$ cat src/rtl/muldiv_pkg.sv
// Shared constants for the iterative RV32M multiply/divide sequencer:
// funct3 op codes, FSM state encoding and the special divide results.
package muldiv_pkg;

    localparam int XLEN_DEFAULT = 32;

    // RV32M funct3 encodings
    localparam logic [2:0] OP_MUL    = 3'b000;
    localparam logic [2:0] OP_MULH   = 3'b001;
    localparam logic [2:0] OP_MULHSU = 3'b010;
    localparam logic [2:0] OP_MULHU  = 3'b011;
    localparam logic [2:0] OP_DIV    = 3'b100;
    localparam logic [2:0] OP_DIVU   = 3'b101;
    localparam logic [2:0] OP_REM    = 3'b110;
    localparam logic [2:0] OP_REMU   = 3'b111;

    // Sequencer states
    typedef enum logic [1:0] {
        S_IDLE = 2'd0,
        S_CALC = 2'd1,
        S_FIX  = 2'd2,
        S_DONE = 2'd3
    } state_e;

    // Quotient returned for divide-by-zero, and the most negative integer
    localparam logic [31:0] DIV0_Q  = 32'hFFFF_FFFF;
    localparam logic [31:0] INT_MIN = 32'h8000_0000;

    // funct3[2] separates the divide family from the multiply family
    function automatic logic is_div_op(input logic [2:0] op);
        return op[2];
    endfunction

endpackage

$ cat src/rtl/muldiv_seq.sv
// Iterative RV32M multiply/divide sequencer. One operation per start pulse:
// magnitudes are latched, a 32-step shift-add (multiply) or restoring divide
// runs on a shared XLEN+1 bit adder, then sign correction selects the result.
// Handshake: start is sampled only while busy is low; a sampled start raises
// busy on the same edge, busy stays high until the edge after the one-cycle
// done pulse, and result holds its value until the next done.
module muldiv_seq
    import muldiv_pkg::*;
#(
    parameter int XLEN = XLEN_DEFAULT
) (
    input  logic            clk,
    input  logic            rst_n,
    input  logic            start,
    input  logic [2:0]      op,
    input  logic [XLEN-1:0] a,
    input  logic [XLEN-1:0] b,
    output logic            busy,
    output logic            done,
    output logic [XLEN-1:0] result
);

    localparam int CW = $clog2(XLEN);

    // Architectural state
    state_e              state_q;
    logic                busy_q;
    logic                done_q;
    logic [XLEN-1:0]     result_q;

    // Operation context latched at the start edge
    logic [2:0]          op_q;
    logic                neg_q;      // final result must be negated
    logic                early_q;    // special value already sits in acc_q low word
    logic [XLEN-1:0]     mcand_q;    // multiplicand or divisor magnitude
    logic [2*XLEN-1:0]   acc_q;      // {hi, lo} product or {rem, quot}
    logic [CW-1:0]       count_q;

    // Operand decode
    logic                a_signed;
    logic                b_signed;
    logic                sa;
    logic                sb;
    logic [XLEN-1:0]     mag_a;
    logic [XLEN-1:0]     mag_b;
    logic                neg_d;
    logic                div_zero;
    logic                div_ovf;
    logic [XLEN-1:0]     early_val;

    // Shared adder and per-step next accumulator
    logic [XLEN:0]       add_a;
    logic [XLEN:0]       add_b;
    logic                add_sub;
    logic [XLEN:0]       add_sum;
    logic [2*XLEN-1:0]   acc_d;

    // Sign-corrected result selection
    logic [2*XLEN-1:0]   prod_fix;
    logic [XLEN-1:0]     quot_fix;
    logic [XLEN-1:0]     rem_fix;
    logic [XLEN-1:0]     result_d;

    // Decode signedness, magnitudes, result sign and divide early-outs
    always_comb begin
        a_signed = 1'b0;
        b_signed = 1'b0;
        case (op)
            OP_MUL, OP_MULH, OP_DIV, OP_REM: begin
                a_signed = 1'b1;
                b_signed = 1'b1;
            end
            OP_MULHSU: a_signed = 1'b1;
            default: ;
        endcase
        sa    = a_signed & a[XLEN-1];
        sb    = b_signed & b[XLEN-1];
        mag_a = sa ? -a : a;
        mag_b = sb ? -b : b;
        // Remainder takes the dividend's sign; everything else sign(a)^sign(b)
        neg_d = (is_div_op(op) && op[1]) ? sa : (sa ^ sb);

        div_zero  = is_div_op(op) && (b == '0);
        div_ovf   = ((op == OP_DIV) || (op == OP_REM)) && (a == INT_MIN) && (&b);
        early_val = '0;
        if (div_zero) begin
            early_val = op[1] ? a : DIV0_Q;
        end else if (div_ovf) begin
            early_val = op[1] ? '0 : INT_MIN;
        end
    end

    // One shared add/sub: multiply adds into the upper word, divide trial-subtracts
    always_comb begin
        add_b   = {1'b0, mcand_q};
        add_sub = 1'b0;
        add_a   = {1'b0, acc_q[2*XLEN-1:XLEN]};
        if (is_div_op(op_q)) begin
            // Shifted remainder can need XLEN+1 bits, so take it straight from acc_q
            add_a   = acc_q[2*XLEN-1:XLEN-1];
            add_sub = 1'b1;
        end
        add_sum = add_a + (add_b ^ {(XLEN+1){add_sub}}) + {{XLEN{1'b0}}, add_sub};

        if (is_div_op(op_q)) begin
            // add_sum[XLEN] is the borrow: set means the trial went negative
            if (add_sum[XLEN]) begin
                acc_d = {acc_q[2*XLEN-2:0], 1'b0};
            end else begin
                acc_d = {add_sum[XLEN-1:0], acc_q[XLEN-2:0], 1'b1};
            end
        end else begin
            if (acc_q[0]) begin
                acc_d = {add_sum, acc_q[XLEN-1:1]};
            end else begin
                acc_d = {1'b0, acc_q[2*XLEN-1:1]};
            end
        end
    end

    // Sign correction and result word selection used on the FIX edge
    always_comb begin
        prod_fix = neg_q ? -acc_q : acc_q;
        quot_fix = neg_q ? -acc_q[XLEN-1:0] : acc_q[XLEN-1:0];
        rem_fix  = neg_q ? -acc_q[2*XLEN-1:XLEN] : acc_q[2*XLEN-1:XLEN];
        result_d = '0;
        if (early_q) begin
            result_d = acc_q[XLEN-1:0];
        end else begin
            case (op_q)
                OP_MUL:                     result_d = prod_fix[XLEN-1:0];
                OP_MULH, OP_MULHSU, OP_MULHU: result_d = prod_fix[2*XLEN-1:XLEN];
                OP_DIV, OP_DIVU:            result_d = quot_fix;
                default:                    result_d = rem_fix;
            endcase
        end
    end

    // Sequencer FSM with registered busy/done/result and datapath registers
    always_ff @(posedge clk or negedge rst_n) begin
        if (!rst_n) begin
            state_q  <= S_IDLE;
            busy_q   <= 1'b0;
            done_q   <= 1'b0;
            result_q <= '0;
            op_q     <= '0;
            neg_q    <= 1'b0;
            early_q  <= 1'b0;
            mcand_q  <= '0;
            acc_q    <= '0;
            count_q  <= '0;
        end else begin
            case (state_q)
                S_IDLE: begin
                    done_q <= 1'b0;
                    if (start) begin
                        op_q    <= op;
                        neg_q   <= neg_d;
                        busy_q  <= 1'b1;
                        count_q <= '0;
                        mcand_q <= mag_b;
                        if (div_zero || div_ovf) begin
                            early_q <= 1'b1;
                            acc_q   <= {{XLEN{1'b0}}, early_val};
                            state_q <= S_FIX;
                        end else begin
                            // Low word is the multiplier or the dividend
                            early_q <= 1'b0;
                            acc_q   <= {{XLEN{1'b0}}, mag_a};
                            state_q <= S_CALC;
                        end
                    end
                end
                S_CALC: begin
                    acc_q   <= acc_d;
                    count_q <= count_q + 1'b1;
                    if (count_q == CW'(XLEN - 1)) begin
                        state_q <= S_FIX;
                    end
                end
                S_FIX: begin
                    result_q <= result_d;
                    done_q   <= 1'b1;
                    state_q  <= S_DONE;
                end
                default: begin
                    done_q  <= 1'b0;
                    busy_q  <= 1'b0;
                    state_q <= S_IDLE;
                end
            endcase
        end
    end

    assign busy   = busy_q;
    assign done   = done_q;
    assign result = result_q;

endmodule
$ cat config.mk
export PLATFORM = sky130hd
export DESIGN_NAME = muldiv_seq
export DESIGN_NICKNAME = d
export VERILOG_FILES = /design/src/rtl/muldiv_pkg.sv /design/src/rtl/muldiv_seq.sv
export SDC_FILE = /design/constraint.sdc
export NUM_CORES = 1
export LEC_CHECK = 0
export BUFFER_PORTS_ARGS = -buffer_cell sky130_fd_sc_hd__buf_4
export CAP_MARGIN = 10
export CORE_MARGIN = 4
export CORE_UTILIZATION = 45
export CTS_BUF_LIST = sky130_fd_sc_hd__clkbuf_8
export CTS_CLUSTER_SIZE = 16
export DETAILED_ROUTE_END_ITERATION = 16
export HOLD_SLACK_MARGIN = 0.12
export PLACE_DENSITY_LB_ADDON = 0.12
export SLEW_MARGIN = 20
export SYNTH_ARGS = -nofsm -noshare
export SYNTH_HDL_FRONTEND = slang
export SYNTH_SLANG_ARGS = --single-unit
export TNS_END_PERCENT = 20
$ cat constraint.sdc
create_clock -name clk -period 5.11 [get_ports clk]
set_clock_uncertainty 0.05 [all_clocks]
set_input_delay 0.2555 -clock clk [delete_from_list [all_inputs] [get_ports clk]]
set_output_delay 0.2555 -clock clk [all_outputs]
set_load 0.02 [all_outputs]
; Word level (Yosys, flattened, before mapping)
; Cells that the tools add are included.
[word_totals]
regBits = 142
output_inout_bits = 34
wordCells = 91
[classes]
add_sub_neg = 8
eq_ne = 15
n_mux = 32
bitwise = 5
reduce_logical = 21
[op_table]
columns = op, count
row1 = 2-to-1 mux 32 bit, 10
row2 = 2-to-1 mux 64 bit, 5
row3 = negator 32 bit, 4
row4 = case mux 64 bit (2 select lines), 1
row5 = case mux 32 bit (3 select lines), 1
row6 = negator 64 bit, 1
row7 = adder 33 x 1 -> 33 bit, 1
row8 = adder 33 bit, 1
row9 = 2-to-1 mux 33 bit, 1
row10 = XOR 32 x 33 -> 33 bit, 1
row11 = equality test 32 bit (second input constant), 1
row12 = logical NOT 32 bit, 1
row13 = AND reduction 32 bit, 1
row14 = equality test 3 bit (second input constant), 4
row15 = case mux 5 bit (2 select lines), 1
row16 = equality test 3 x 2 -> 1 bit (second input constant), 3
row17 = AND reduction 2 bit, 4
row18 = equality test 3 x 1 -> 1 bit (second input constant), 2
row19 = logical NOT 3 bit, 2
row20 = 2-to-1 mux 1 bit, 6
row21 = 2-to-1 mux 2 bit, 3
row22 = case mux 2 bit (3 select lines), 1
row23 = adder 5 x 1 -> 5 bit (second input constant), 1
row24 = equality test 5 bit (second input constant), 1
row25 = 16 further kinds, 24

; Logic depth before layout (Yosys ltp)
[depth]
word_depth = 9
mapped_depth = 17
depth_no_buf = 12

; Worst setup path after synthesis
; Ideal clock, no wire load.
[synth_timing]
kind = register to register
start = reg op_q[2]
end = reg acc_q[51]
t_arrival_ns = 4.681
required_time_ns = 4.939
path_slack_ns = 0.258
stages_incl_launch_ff = 17
path_buffers = 5
path_cell_list = dfrtp_1 > clkbuf_1 > clkbuf_1 > clkbuf_1 > clkbuf_1 > xor2_1 > fa_1 > a211oi_1 > o211ai_1 > a211oi_1 > nor4_2 > o21a_1 > o211ai_2 > buf_2 > mux2i_1 > nand2_1 > a22o_1
[synth_via]
elab_chain_cells = 7
elab_cells_between_ends = 9
cone_classes = add/sub (2) / mux (6) / bitwise (1)
[synth_rtl]
columns = item, line_no
row1 = "start, declared", muldiv_seq.sv:32  ; logic [2:0] op_q;
row2 = "start signal, assigned", muldiv_seq.sv:157  ; op_q <= op;
row3 = 2-to-1 mux 1 bit, muldiv_seq.sv:98  ; if (is_div_op(op_q)) begin
row4 = XOR 32 x 33 -> 33 bit, muldiv_seq.sv:103  ; add_sum = add_a + (add_b ^ {(XLEN+1){add_sub}}) + {{XLEN{1'b0}}, add_sub};
row5 = adder 33 bit, muldiv_seq.sv:103
row6 = adder 33 x 1 -> 33 bit, muldiv_seq.sv:103
row7 = "2-to-1 mux 64 bit, on equally long branches", "muldiv_seq.sv:113, muldiv_seq.sv:107"
row8 = 2-to-1 mux 64 bit (*), muldiv_seq.sv:105  ; if (is_div_op(op_q)) begin
row9 = case mux 64 bit (2 select lines) (*), muldiv_seq.sv:153  ; case (state_q)
row10 = "end signal, assigned", muldiv_seq.sv:164  ; acc_q <= {{XLEN{1'b0}}, early_val};
row11 = "end signal, assigned", muldiv_seq.sv:169  ; acc_q <= {{XLEN{1'b0}}, mag_a};
row12 = "end, declared", muldiv_seq.sv:36  ; logic [2*XLEN-1:0] acc_q;
; Mark *: on every way between the ends. The rest lies on a longest branch, timed or not.
; A chain may end at the register's enable or synchronous reset.

; Final worst setup path
[layout_timing]
start = reg op_q[2]
end = reg acc_q[56]
; The elaborated chain is that of the path after synthesis.

==> run metrics <==
combined global-route utilization of all metal layers=0.283; die extent in y=183 um; clk slew on worst S/H paths=0.09 ns; share of the yosys chip area belonging to registers=0.258; total nets after synthesis=1869; detailed placer's ending HPWL=35500 um; status=complete, no violations; top cells by area, synth=dfrtp_1, mux2i_1, o21ai_0; number of filler cells placed in the layout=2899; clk_lat worst skew=0.48 ns; non-filler instance count after layout=2213; iteration-0 DRC count of the detailed router=1355; crit path max-delay cell type=dfrtp_4; Arrival @ worst endpoint=4.66 ns; Top-Level Pins=104; Async SR Flop Fraction=1.00; Synth warnings=0; maximum VDD drop=0.448 mV; element type at the critical path start=flop; start-to-end type of the worst setup path=flop to flop; area of the mapped netlist=13800 sq um; wire length of the first global-routing pass=76500 um; fraction of layout cells with a size suffix above 1=0.137; unrepaired setup endpoints after global routing=false; register area=3560 sq um; number of failing setup endpoints in the final timing report=0; final net count=1923; total area of multi-input combinational cells=9500 sq um; Top delay family on crit path=simple AND/OR/NAND/NOR gates; maximum number of pins on one net before global-route repair=67; combined buffer and inverter count along the critical path=1; Cell Pwr Density=835 nW/um^2; min-delay worst type=input port to flop; total number of vias=13900; count of unique library cells instantiated by Yosys=90; effective utilization at floorplan=0.461; total number of clock tree sinks=142; average wire length per cell after detail routing=21.6 um; critical path cell sequence=mux2_2, ha_1, nand2_1, nor4_1, a211oi_1, nor4_2, o2111ai_1, o211ai_4, buf_12, mux2_2, nand2_1, o211ai_1; leading area contributor after synthesis=dfrtp_1; number of instances in the placed design=2136; FF+latch count, synth=142; largest stage delay on the critical path=0.79 ns; count of nets left with antenna violations after detail routing=0; Die Footprint=33500 sq um; static leakage power=6.61 nW; top cell type's share of synthesized area=0.258; maxcap violations=0; minimum clock period after layout=4.38 ns; CP Max Fanout=42; diodes inserted=0; Avg Inst Size Synth=7.86 sq um; commonest non-fill, non-tap cell in the layout=nand2_1; Setup crit end kind=flop; global route overflow=0; via count of the first global-routing pass=13300; commonest cells after routing, fill and taps aside=nand2_1, o21ai_0, a21oi_1, dfrtp_1, buf_4; Via density=6.29; Worst-Margin Slew=1.02 ns; CTS HTree Levels=4; area growth from synthesis to layout=13.3%; worst endpoint required time=5.39 ns; Setup TNS Final=0 ns; Post-synth EDFFs=0; minimum setup slack in the final design=0.731 ns; number of antenna violations at the first check in global routing=0; Final period util=0.857; Die X-Extent=183 um; Num CTS Buffers=17; floorplan core area=30000 sq um; first-pass detailed-route iteration total=6; number of cell rows=63; maximum clock insertion buffer count=2; clock root cell=clkbuf_8; fin. max-slew vios=0; Post-CTS Repair Setup Buffers=0; f_max=0.228 GHz; synthesized instance count=1756; worst setup timing slack at the placement stage=0.751 ns; wire length after detailed routing=47800 um; dominant synthesized flop cell=dfrtp_1; port buffer count=103; headroom to the max-slew limit=0.317; CTS tree=built; DR DRC count=0; endpoints failing hold=0; routability-driven placement congestion ratio=0.950
-- flip-flops by register name, indices dropped and copies added (netlist names) --
name	cells
acc_q	64
busy	1
count_q	5
done	1
early_q	1
mcand_q	32
neg_q	1
op_q	3
result	32
state_q	2
-- metrics by stage --
stage	utilization	hold slack, ns	instance area (sq um)	total power, mW
6_report	0.522	0.140	15600	13.1
5_1_grt	0.522	0.156	15600	14.1
4_1_cts	0.522	0.121	15600	12.9
3_5_place_dp	0.493	0.166	14800	11.8
3_3_place_gp	0.493	0.158	14800	11.8
2_1_floorplan	-	-0.0901	13800	9.19
-- path summary, 6_finish.rpt --
kind	start	end	slack [ns]	cells after the start
max	op_q[2]	acc_q[56]	0.73	12
min	a[6]	acc_q[6]	0.14	4
max reg2reg	op_q[2]	acc_q[56]	0.73	12
min reg2reg	result[0]	result[0]	0.44	1
max in group asynchronous	rst_n	neg_q	3.57	3
min in group asynchronous	rst_n	acc_q[39]	0.21	2
-- worst reg2reg max path, cell delays in order (launching register included) --
cell and delay (ns):
dfrtp_4 0.79, mux2_2 0.46, ha_1 0.35, nand2_1 0.10, nor4_1 0.52, a211oi_1 0.24
nor4_2 0.57, o2111ai_1 0.23, o211ai_4 0.13, buf_12 0.26, mux2_2 0.39, nand2_1 0.06
o211ai_1 0.08
-- power breakdown --
group	internal [mW]	switching (mW)	leakage (nW)	total (mW)
sequential	1.64	0.935	1.75	2.58
clock	0.490	0.492	0.210	0.983
combinational	3.78	5.72	4.65	9.50
-- synth_stat cells (all sizes together), types with 33 or more instances --
cell type  count
nand2        198
o21ai        167
a21oi        142
dfrtp        142
clkbuf       122
nor2         110
xor2          85
mux2i         78
xnor2         63
ha            42
inv           40
mux2          40
o31ai         36
nor3          35
o221ai        33
-- timing repair --
item,4_1_cts,5_1_grt
resized for setup,0,0
endpoints found under the hold margin,87,0
hold buffers,45,0
-- cells by family after synthesis --
group,share of synthesized area
compound gates,0.270
simple gates,0.195
xor+xnor,0.0940
buf+inv,0.0548
flops,0.258
mux,0.0893
fa+ha+maj,0.0395
-- layer usage --
layer / track usage / share of wire / up-vias
met5: 0 / 0 / -
met3: 0.0395 / 0.077 / 68
met4: 0.0870 / 0.027 / 0
li1: - / - / 6571
met2: 0.413 / 0.42 / 616
met1: 0.433 / 0.48 / 6667
-- layout make-up --
class | instances | area share
clock buffers | 21 | 0.0185
clock inverters | 11 | 0.00840
inverters | 44 | 0.0106
multi-input cells | 1423 | 0.608
flip-flops and latches | 142 | 0.228
well taps | 390 | 0.0312
repair buffers | 182 | 0.0957
(Power assumes the default switching activity.)
